`config.mk`:
```
export PLATFORM = sky130hd
export DESIGN_NAME = rsa_reg_bank_flat
export DESIGN_NICKNAME = d
export VERILOG_FILES = /design/src/rtl/rsa_reg_bank_if.sv /design/src/rtl/rsa_reg_bank.sv /design/src/flat_wrapper.sv
export SDC_FILE = /design/constraint.sdc
export NUM_CORES = 1
export LEC_CHECK = 0
export BUFFER_PORTS_ARGS = -buffer_cell sky130_fd_sc_hd__buf_2
export CAP_MARGIN = 20
export CORE_MARGIN = 2
export CORE_UTILIZATION = 45
export DETAILED_ROUTE_END_ITERATION = 8
export GPL_TIMING_DRIVEN = 0
export PLACE_DENSITY = 0.69
export SYNTH_ARGS = -nofsm -noshare
export SYNTH_HDL_FRONTEND = slang
export SYNTH_SLANG_ARGS = --single-unit
```
`constraint.sdc`:
```
create_clock -name clk -period 2.66 [get_ports clk]
set_input_delay 0.266 -clock clk [delete_from_list [all_inputs] [get_ports clk]]
set_output_delay 0.266 -clock clk [all_outputs]
set_load 0.02 [all_outputs]
```
`src/rtl/rsa_reg_bank_if.sv`:
```
// Register bus between the spireg serial slave and rsa_reg_bank.
interface rsa_reg_bank_if #(
  parameter int unsigned ADDR_WIDTH = 5,
  parameter int unsigned REG_WIDTH  = 8
);
  logic [ADDR_WIDTH-1:0] reg_addr;
  logic [REG_WIDTH-1:0]  reg_wdata;
  logic                  reg_wvld;
  logic [REG_WIDTH-1:0]  reg_rdata;

  modport master (output reg_addr, reg_wdata, reg_wvld, input  reg_rdata);
  modport slave  (input  reg_addr, reg_wdata, reg_wvld, output reg_rdata);
endinterface

```
`src/rtl/rsa_reg_bank.sv`:
```
// Double-buffered RSA operand register bank with a start/stop command FSM,
// status flags, result capture and a level interrupt.
module rsa_reg_bank #(
  parameter int unsigned REG_WIDTH     = 8,
  parameter int unsigned OPERAND_WIDTH = 32,
  parameter int unsigned ADDR_WIDTH    = 5
) (
  input  logic                     clk,
  input  logic                     rst,
  input  logic                     ena,
  rsa_reg_bank_if.slave            bus,
  output logic [OPERAND_WIDTH-1:0] rsa_p,
  output logic [OPERAND_WIDTH-1:0] rsa_e,
  output logic [OPERAND_WIDTH-1:0] rsa_m,
  output logic [OPERAND_WIDTH-1:0] rsa_const,
  input  logic [OPERAND_WIDTH-1:0] rsa_c,
  input  logic                     eoc,
  output logic                     rsa_start_cmd,
  output logic                     rsa_stop_cmd,
  output logic [REG_WIDTH-1:0]     spare,
  output logic                     irq
);
  localparam int unsigned NB = OPERAND_WIDTH / REG_WIDTH;

  typedef enum logic {IDLE, BUSY} state_t;

  state_t                   state_q;
  logic [OPERAND_WIDTH-1:0] shadow_q [4];
  logic [OPERAND_WIDTH-1:0] active_q [4];
  logic [OPERAND_WIDTH-1:0] result_q;
  logic [REG_WIDTH-1:0]     spare_q;
  logic                     done_q, aborted_q, err_q, irq_en_q;
  logic                     start_q, stop_q;

  logic wr, ctrl_wr, c_start, c_stop, c_clr;

  assign wr      = bus.reg_wvld & ena;
  assign ctrl_wr = wr && (bus.reg_addr == ADDR_WIDTH'(1));
  assign c_start = bus.reg_wdata[0];
  assign c_stop  = bus.reg_wdata[1];
  assign c_clr   = bus.reg_wdata[2];

  always_ff @(posedge clk) begin
    // Command pulses last exactly one cycle and never linger across ena=0.
    start_q <= 1'b0;
    stop_q  <= 1'b0;
    if (rst) begin
      state_q   <= IDLE;
      shadow_q  <= '{default: '0};
      active_q  <= '{default: '0};
      result_q  <= '0;
      spare_q   <= '0;
      done_q    <= 1'b0;
      aborted_q <= 1'b0;
      err_q     <= 1'b0;
      irq_en_q  <= 1'b0;
    end else if (ena) begin
      if (wr) begin
        if (bus.reg_addr == ADDR_WIDTH'(2)) spare_q <= bus.reg_wdata;
        for (int unsigned k = 0; k < 4; k++)
          for (int unsigned j = 0; j < NB; j++)
            if (bus.reg_addr == ADDR_WIDTH'(4 + k*NB + j))
              shadow_q[k][j*REG_WIDTH +: REG_WIDTH] <= bus.reg_wdata;
      end
      if (ctrl_wr) irq_en_q <= bus.reg_wdata[3];
      // Clear first so that any flag set below in the same edge wins.
      if (ctrl_wr && c_clr) begin
        done_q    <= 1'b0;
        aborted_q <= 1'b0;
        err_q     <= 1'b0;
      end
      case (state_q)
        IDLE: begin
          if (ctrl_wr && c_start) begin
            active_q  <= shadow_q;
            start_q   <= 1'b1;
            state_q   <= BUSY;
            done_q    <= 1'b0;
            aborted_q <= 1'b0;
            err_q     <= 1'b0;
          end
        end
        BUSY: begin
          if (ctrl_wr && c_start) err_q <= 1'b1;
          if (eoc) begin
            result_q <= rsa_c;
            done_q   <= 1'b1;
            state_q  <= IDLE;
          end else if (ctrl_wr && c_stop) begin
            stop_q    <= 1'b1;
            aborted_q <= 1'b1;
            state_q   <= IDLE;
          end
        end
        default: state_q <= IDLE;
      endcase
    end
  end

  always_comb begin
    bus.reg_rdata = '0;
    if (bus.reg_addr == ADDR_WIDTH'(0))
      bus.reg_rdata = REG_WIDTH'({err_q, aborted_q, done_q, state_q == BUSY});
    else if (bus.reg_addr == ADDR_WIDTH'(1))
      bus.reg_rdata = REG_WIDTH'({irq_en_q, 3'b000});
    else if (bus.reg_addr == ADDR_WIDTH'(2))
      bus.reg_rdata = spare_q;
    for (int unsigned k = 0; k < 4; k++)
      for (int unsigned j = 0; j < NB; j++)
        if (bus.reg_addr == ADDR_WIDTH'(4 + k*NB + j))
          bus.reg_rdata = shadow_q[k][j*REG_WIDTH +: REG_WIDTH];
    for (int unsigned j = 0; j < NB; j++)
      if (bus.reg_addr == ADDR_WIDTH'(4 + 4*NB + j))
        bus.reg_rdata = result_q[j*REG_WIDTH +: REG_WIDTH];
  end

  assign rsa_p         = active_q[0];
  assign rsa_e         = active_q[1];
  assign rsa_m         = active_q[2];
  assign rsa_const     = active_q[3];
  assign rsa_start_cmd = start_q & ena;
  assign rsa_stop_cmd  = stop_q & ena;
  assign spare         = spare_q;
  assign irq           = irq_en_q & done_q;
endmodule

```
`src/flat_wrapper.sv`:
```
// flat-port wrapper written by rule: the top's interface ports become plain ports
module rsa_reg_bank_flat 
#(
  parameter int unsigned REG_WIDTH     = 8,
  parameter int unsigned OPERAND_WIDTH = 32,
  parameter int unsigned ADDR_WIDTH    = 5
)
  (clk, rst, ena, rsa_p, rsa_e, rsa_m, rsa_const, rsa_c, eoc, rsa_start_cmd, rsa_stop_cmd, spare, irq, bus_reg_addr, bus_reg_wdata, bus_reg_wvld, bus_reg_rdata);
  rsa_reg_bank_if #(.ADDR_WIDTH(ADDR_WIDTH), .REG_WIDTH(REG_WIDTH)) bus_i ();
  input  logic clk;
  input  logic rst;
  input  logic ena;
  output logic [OPERAND_WIDTH-1:0] rsa_p;
  output logic [OPERAND_WIDTH-1:0] rsa_e;
  output logic [OPERAND_WIDTH-1:0] rsa_m;
  output logic [OPERAND_WIDTH-1:0] rsa_const;
  input  logic [OPERAND_WIDTH-1:0] rsa_c;
  input  logic eoc;
  output logic rsa_start_cmd;
  output logic rsa_stop_cmd;
  output logic [REG_WIDTH-1:0] spare;
  output logic irq;
  input wire logic [$bits(bus_i.reg_addr)-1:0] bus_reg_addr;
  input wire logic [$bits(bus_i.reg_wdata)-1:0] bus_reg_wdata;
  input wire logic [$bits(bus_i.reg_wvld)-1:0] bus_reg_wvld;
  output wire logic [$bits(bus_i.reg_rdata)-1:0] bus_reg_rdata;
  assign bus_i.reg_addr = bus_reg_addr;
  assign bus_i.reg_wdata = bus_reg_wdata;
  assign bus_i.reg_wvld = bus_reg_wvld;
  assign bus_reg_rdata = bus_i.reg_rdata;
  rsa_reg_bank #(.REG_WIDTH(REG_WIDTH), .OPERAND_WIDTH(OPERAND_WIDTH), .ADDR_WIDTH(ADDR_WIDTH)) u_core (.clk(clk), .rst(rst), .ena(ena), .bus(bus_i), .rsa_p(rsa_p), .rsa_e(rsa_e), .rsa_m(rsa_m), .rsa_const(rsa_const), .rsa_c(rsa_c), .eoc(eoc), .rsa_start_cmd(rsa_start_cmd), .rsa_stop_cmd(rsa_stop_cmd), .spare(spare), .irq(irq));
endmodule
```
==> summary.txt <==
Setup path
  • WP data arrival: 2.46 ns
  • Slowest cell on the critical path: o31ai_2
  • Critical R2R Launch: u_core.state_q
  • Critical path type: input port to output pin
  • Worst-case reg-to-reg path depth: 6
  • R2R setup slack: 0.92 ns
  • Worst-path fanout max: 10
  • Cell Chain, Critical Path: buf_2 > buf_4 > buf_6 > buf_6 > nand4b_1 > o21ai_0 > a22oi_1 > o31ai_2 > o2111ai_1 > buf_2
  • Worst Setup EP: bus_reg_rdata[4]
  • Element type at the critical path start: input port
  • Critical Path Max Stage Delay: 0.46 ns
  • Start point of the critical path: bus_reg_addr[1]
  • Crit. End Element: output pin
  • Worst Path Required: 2.39 ns
  • R2r endpoint: u_core.result_q[25]

Place
  • Port Buffers: 188
  • Setup WS pre-CTS: -0.748 ns
  • HPWL Detailed: 35,700 µm
  • GPL Wtd Cong: 1.00
  • Placed Cells: 2,173

Power
  • P per Cell Area: 622 mW/mm²
  • Worst VDD drop: 0.384 mV
  • Pwr Total: 9.93 mW
  • Leak pwr: 6.08 nW

GRT
  • GRT overflow: 0
  • Met2 GRT Util: 50.4%
  • First-pass GRT wire length: 73,000 µm
  • Busiest metal layer after global routing: met2
  • Vias in the first global route: 12.0k
  • M1 GR Usage: 47.0%
  • GRT Util Overall: 32.8%
  • GR Util met3: 5.81%
  • Initial antenna violation count: 2
  • Largest net degree at the start of global routing: 16

STA
  • Final min period: 2.72 ns
  • RSZ-0062 raised after global routing: true
  • Period utilisation layout: 102%
  • Fin. Hold Viols: 0
  • Tightest Pin Transition: 1.10 ns
  • Fin Hold WS: 0.0387 ns
  • Final worst slack: -0.0621 ns
  • Slew Limit Fails: 0
  • Fin Setup TNS: -0.220 ns
  • Endpoints failing setup: 6
  • Final Skew: 0.0103 ns
  • Worst slew margin: 26.8%
  • FMAX: 367 MHz

Logic synthesis
  • Post-Syn Instances: 1,606
  • Mean area per synthesized cell: 7.94 µm²
  • Ys flop type: dfxtp_1
  • Post-synth top area share: 47.6%
  • Number of flops mapped to enable cells by yosys: 0
  • Leading area contributor after synthesis: dfxtp_1
  • Register area share after synthesis: 47.6%
  • Ys async rst share: 0%
  • Synthesized area: 0.0127 mm²
  • Syn nets: 1,656
  • Top cells by area, synth: dfxtp_1 (48%), nand2_1 (13%), a21oi_1 (10%)
  • Flops & latches, synth: 303
  • Yosys warnings: 0
  • Cell variety after synth: 65

Finish
  • Layout Area Growth over Synthesis: 25.3%
  • Fraction of layout instances using a drive strength above 1: 20.3%
  • Final net count: 1,909
  • ANT cells: 0
  • Non-Filler Instances: 2,261

Detailed routing
  • DR pass1 iterations: 6
  • Final ANT Viol Nets: 0
  • Wirelength, routed: 49,500 µm
  • DRC Markers: 0
  • Vias per inst: 5.71
  • Initial detailed-routing violation count: 1,410
  • Wire per inst: 21.9 µm
  • Detailed-route via count: 12.9k

Outcome
  • Failing checks: setup timing
  • Status: finished with violations

Floorplanning
  • Row Count: 61
  • I/O Pins: 197
  • Die width: 172 µm
  • Die height: 172 µm
  • Placeable core area: 0.0279 mm²
  • Initial Util: 45.8%
  • Die ar.: 0.0297 mm²

Clock network
  • Clock transition at the registers of the reported paths: 0.07 ns
  • CTS tree: yes
  • Clock Tree Buf Depth: 3
  • CTS Sinks: 303
  • Clk Latency, worst-skew pair: 0.56 ns
  • Root Buffer: clkbuf_16
  • H-tree levels: 1
  • CTS buffer count: 30

Flow run
  • Max Cap Violations: 0

Hold path
  • Hold/Removal Path Class: input port to flip-flop
==> cell families (layout without fill, tap and decap cells) <==
family,Yosys count,after routing,share of synthesized area (%)
AO/OA/AOI/OAI,388,388,17.2
AND/OR/NAND/NOR,682,682,22.2
buffers and inverters,133,410,4.87
multiplexers,100,100,8.17
flip-flops,303,303,47.6
==> state kept, by name (all words and copies together) (netlist names) <==
register / flops
u_core.spare: 8
u_core.rsa_m: 32
u_core.state_q: 1
u_core.rsa_const: 32
u_core.irq_en_q: 1
u_core.start_q: 1
u_core.aborted_q: 1
u_core.done_q: 1
u_core.rsa_p: 32
u_core.err_q: 1
u_core.result_q: 32
u_core.rsa_e: 32
u_core.stop_q: 1
u_core.shadow_q: 128
==> critical path: cells and delay by family <==
family | cells | cell delay [ns]
AO/OA/AOI/OAI | 4 | 1.04
buffers and inverters | 5 | 0.96
AND/OR/NAND/NOR | 1 | 0.19
==> cells in the final DEF, fill, tap and decap left out, types with 8 or more instances in the layout <==
cell type	n
dfxtp_1	299
mux2i_1	94
buf_6	17
o21ai_0	36
nor2_2	14
a32oi_1	8
nand2_1	434
clkbuf_16	31
dlygate4sd3_1	32
buf_2	207
nor2_1	114
clkbuf_1	64
buf_4	12
clkbuf_4	10
a21oi_1	259
nand3_1	42
nor3_1	14
o22ai_1	12
clkinv_2	10
==> repair_timing <==
action,CTS,global route
hold buffers,32,0
setup endpoints to repair,8,8
setup buffers,3,0
hold endpoints to repair,32,0
gates resized for setup,88,34
pin swaps,13,8
==> worst min-delay path by stage <==
| stage | startpoint | endpoint | slack, ns | cells past startpoint |
|---|---|---|---|---|
| final | rsa_c[25] | u_core.result_q[25] | 0.04 | 3 |
| after global routing | rsa_c[25] | u_core.result_q[25] | 0.02 | 3 |
| after CTS | rsa_c[25] | u_core.result_q[25] | 0.007 | 3 |
| after detailed placement | u_core.rsa_p[17] | u_core.rsa_p[17] | 0.45 | 2 |
| after global placement | u_core.result_q[15] | u_core.result_q[15] | 0.44 | 2 |
| after floorplan | eoc | u_core.stop_q | 0.35 | 1 |
==> stage by stage <==
step                cell area [µm²]  utilization, %
CTS                           15900            56.9
global placement              14200            50.8
finish                        16000            57.4
global route                  16000            57.4
detailed placement            14200            50.9
floorplan                     12700               -
==> area by class of cell <==
class / count / area [µm²]
Sequential cell: 303 / 6070
Buffer: 123 / 677
Timing Repair Buffer: 224 / 1300
Clock inverter: 21 / 272
Inverter: 7 / 28.8
Tap cell: 378 / 473
Multi-Input combinational cell: 1170 / 6350
Clock buffer: 35 / 811
Fill cell: 2602 / 11900
==> Yosys cell counts, drive strengths merged, types with 6 or more instances <==
master and count:
mux2i 94, buf 53, nor3 20, inv 7, o22ai 15, clkbuf 73, a21oi 261, nor2 135
a22oi 9, dfxtp 303, nor2b 8, nand2 439, nor4 6, nand2b 8, nand3 42, a221oi 7
a32oi 9, o21ai 43
==> where the power goes <==
| group | internal (mW) | total, mW | leakage, nW | switching [mW] |
|---|---|---|---|---|
| clock | 2.77 | 4.64 | 0.536 | 1.87 |
| combinational | 0.214 | 0.737 | 3.11 | 0.524 |
| sequential | 4.54 | 4.55 | 2.44 | 0.0106 |
==> per-layer routing <==
| layer | vias up | wire length (µm) |
|---|---|---|
| met5 | - | 8 |
| met4 | 2 | 1260 |
| met3 | 88 | 5060 |
| met2 | 717 | 21700 |
| met1 | 6136 | 21500 |
| li1 | 5977 | - |
Power figures use the tool's default switching activity.
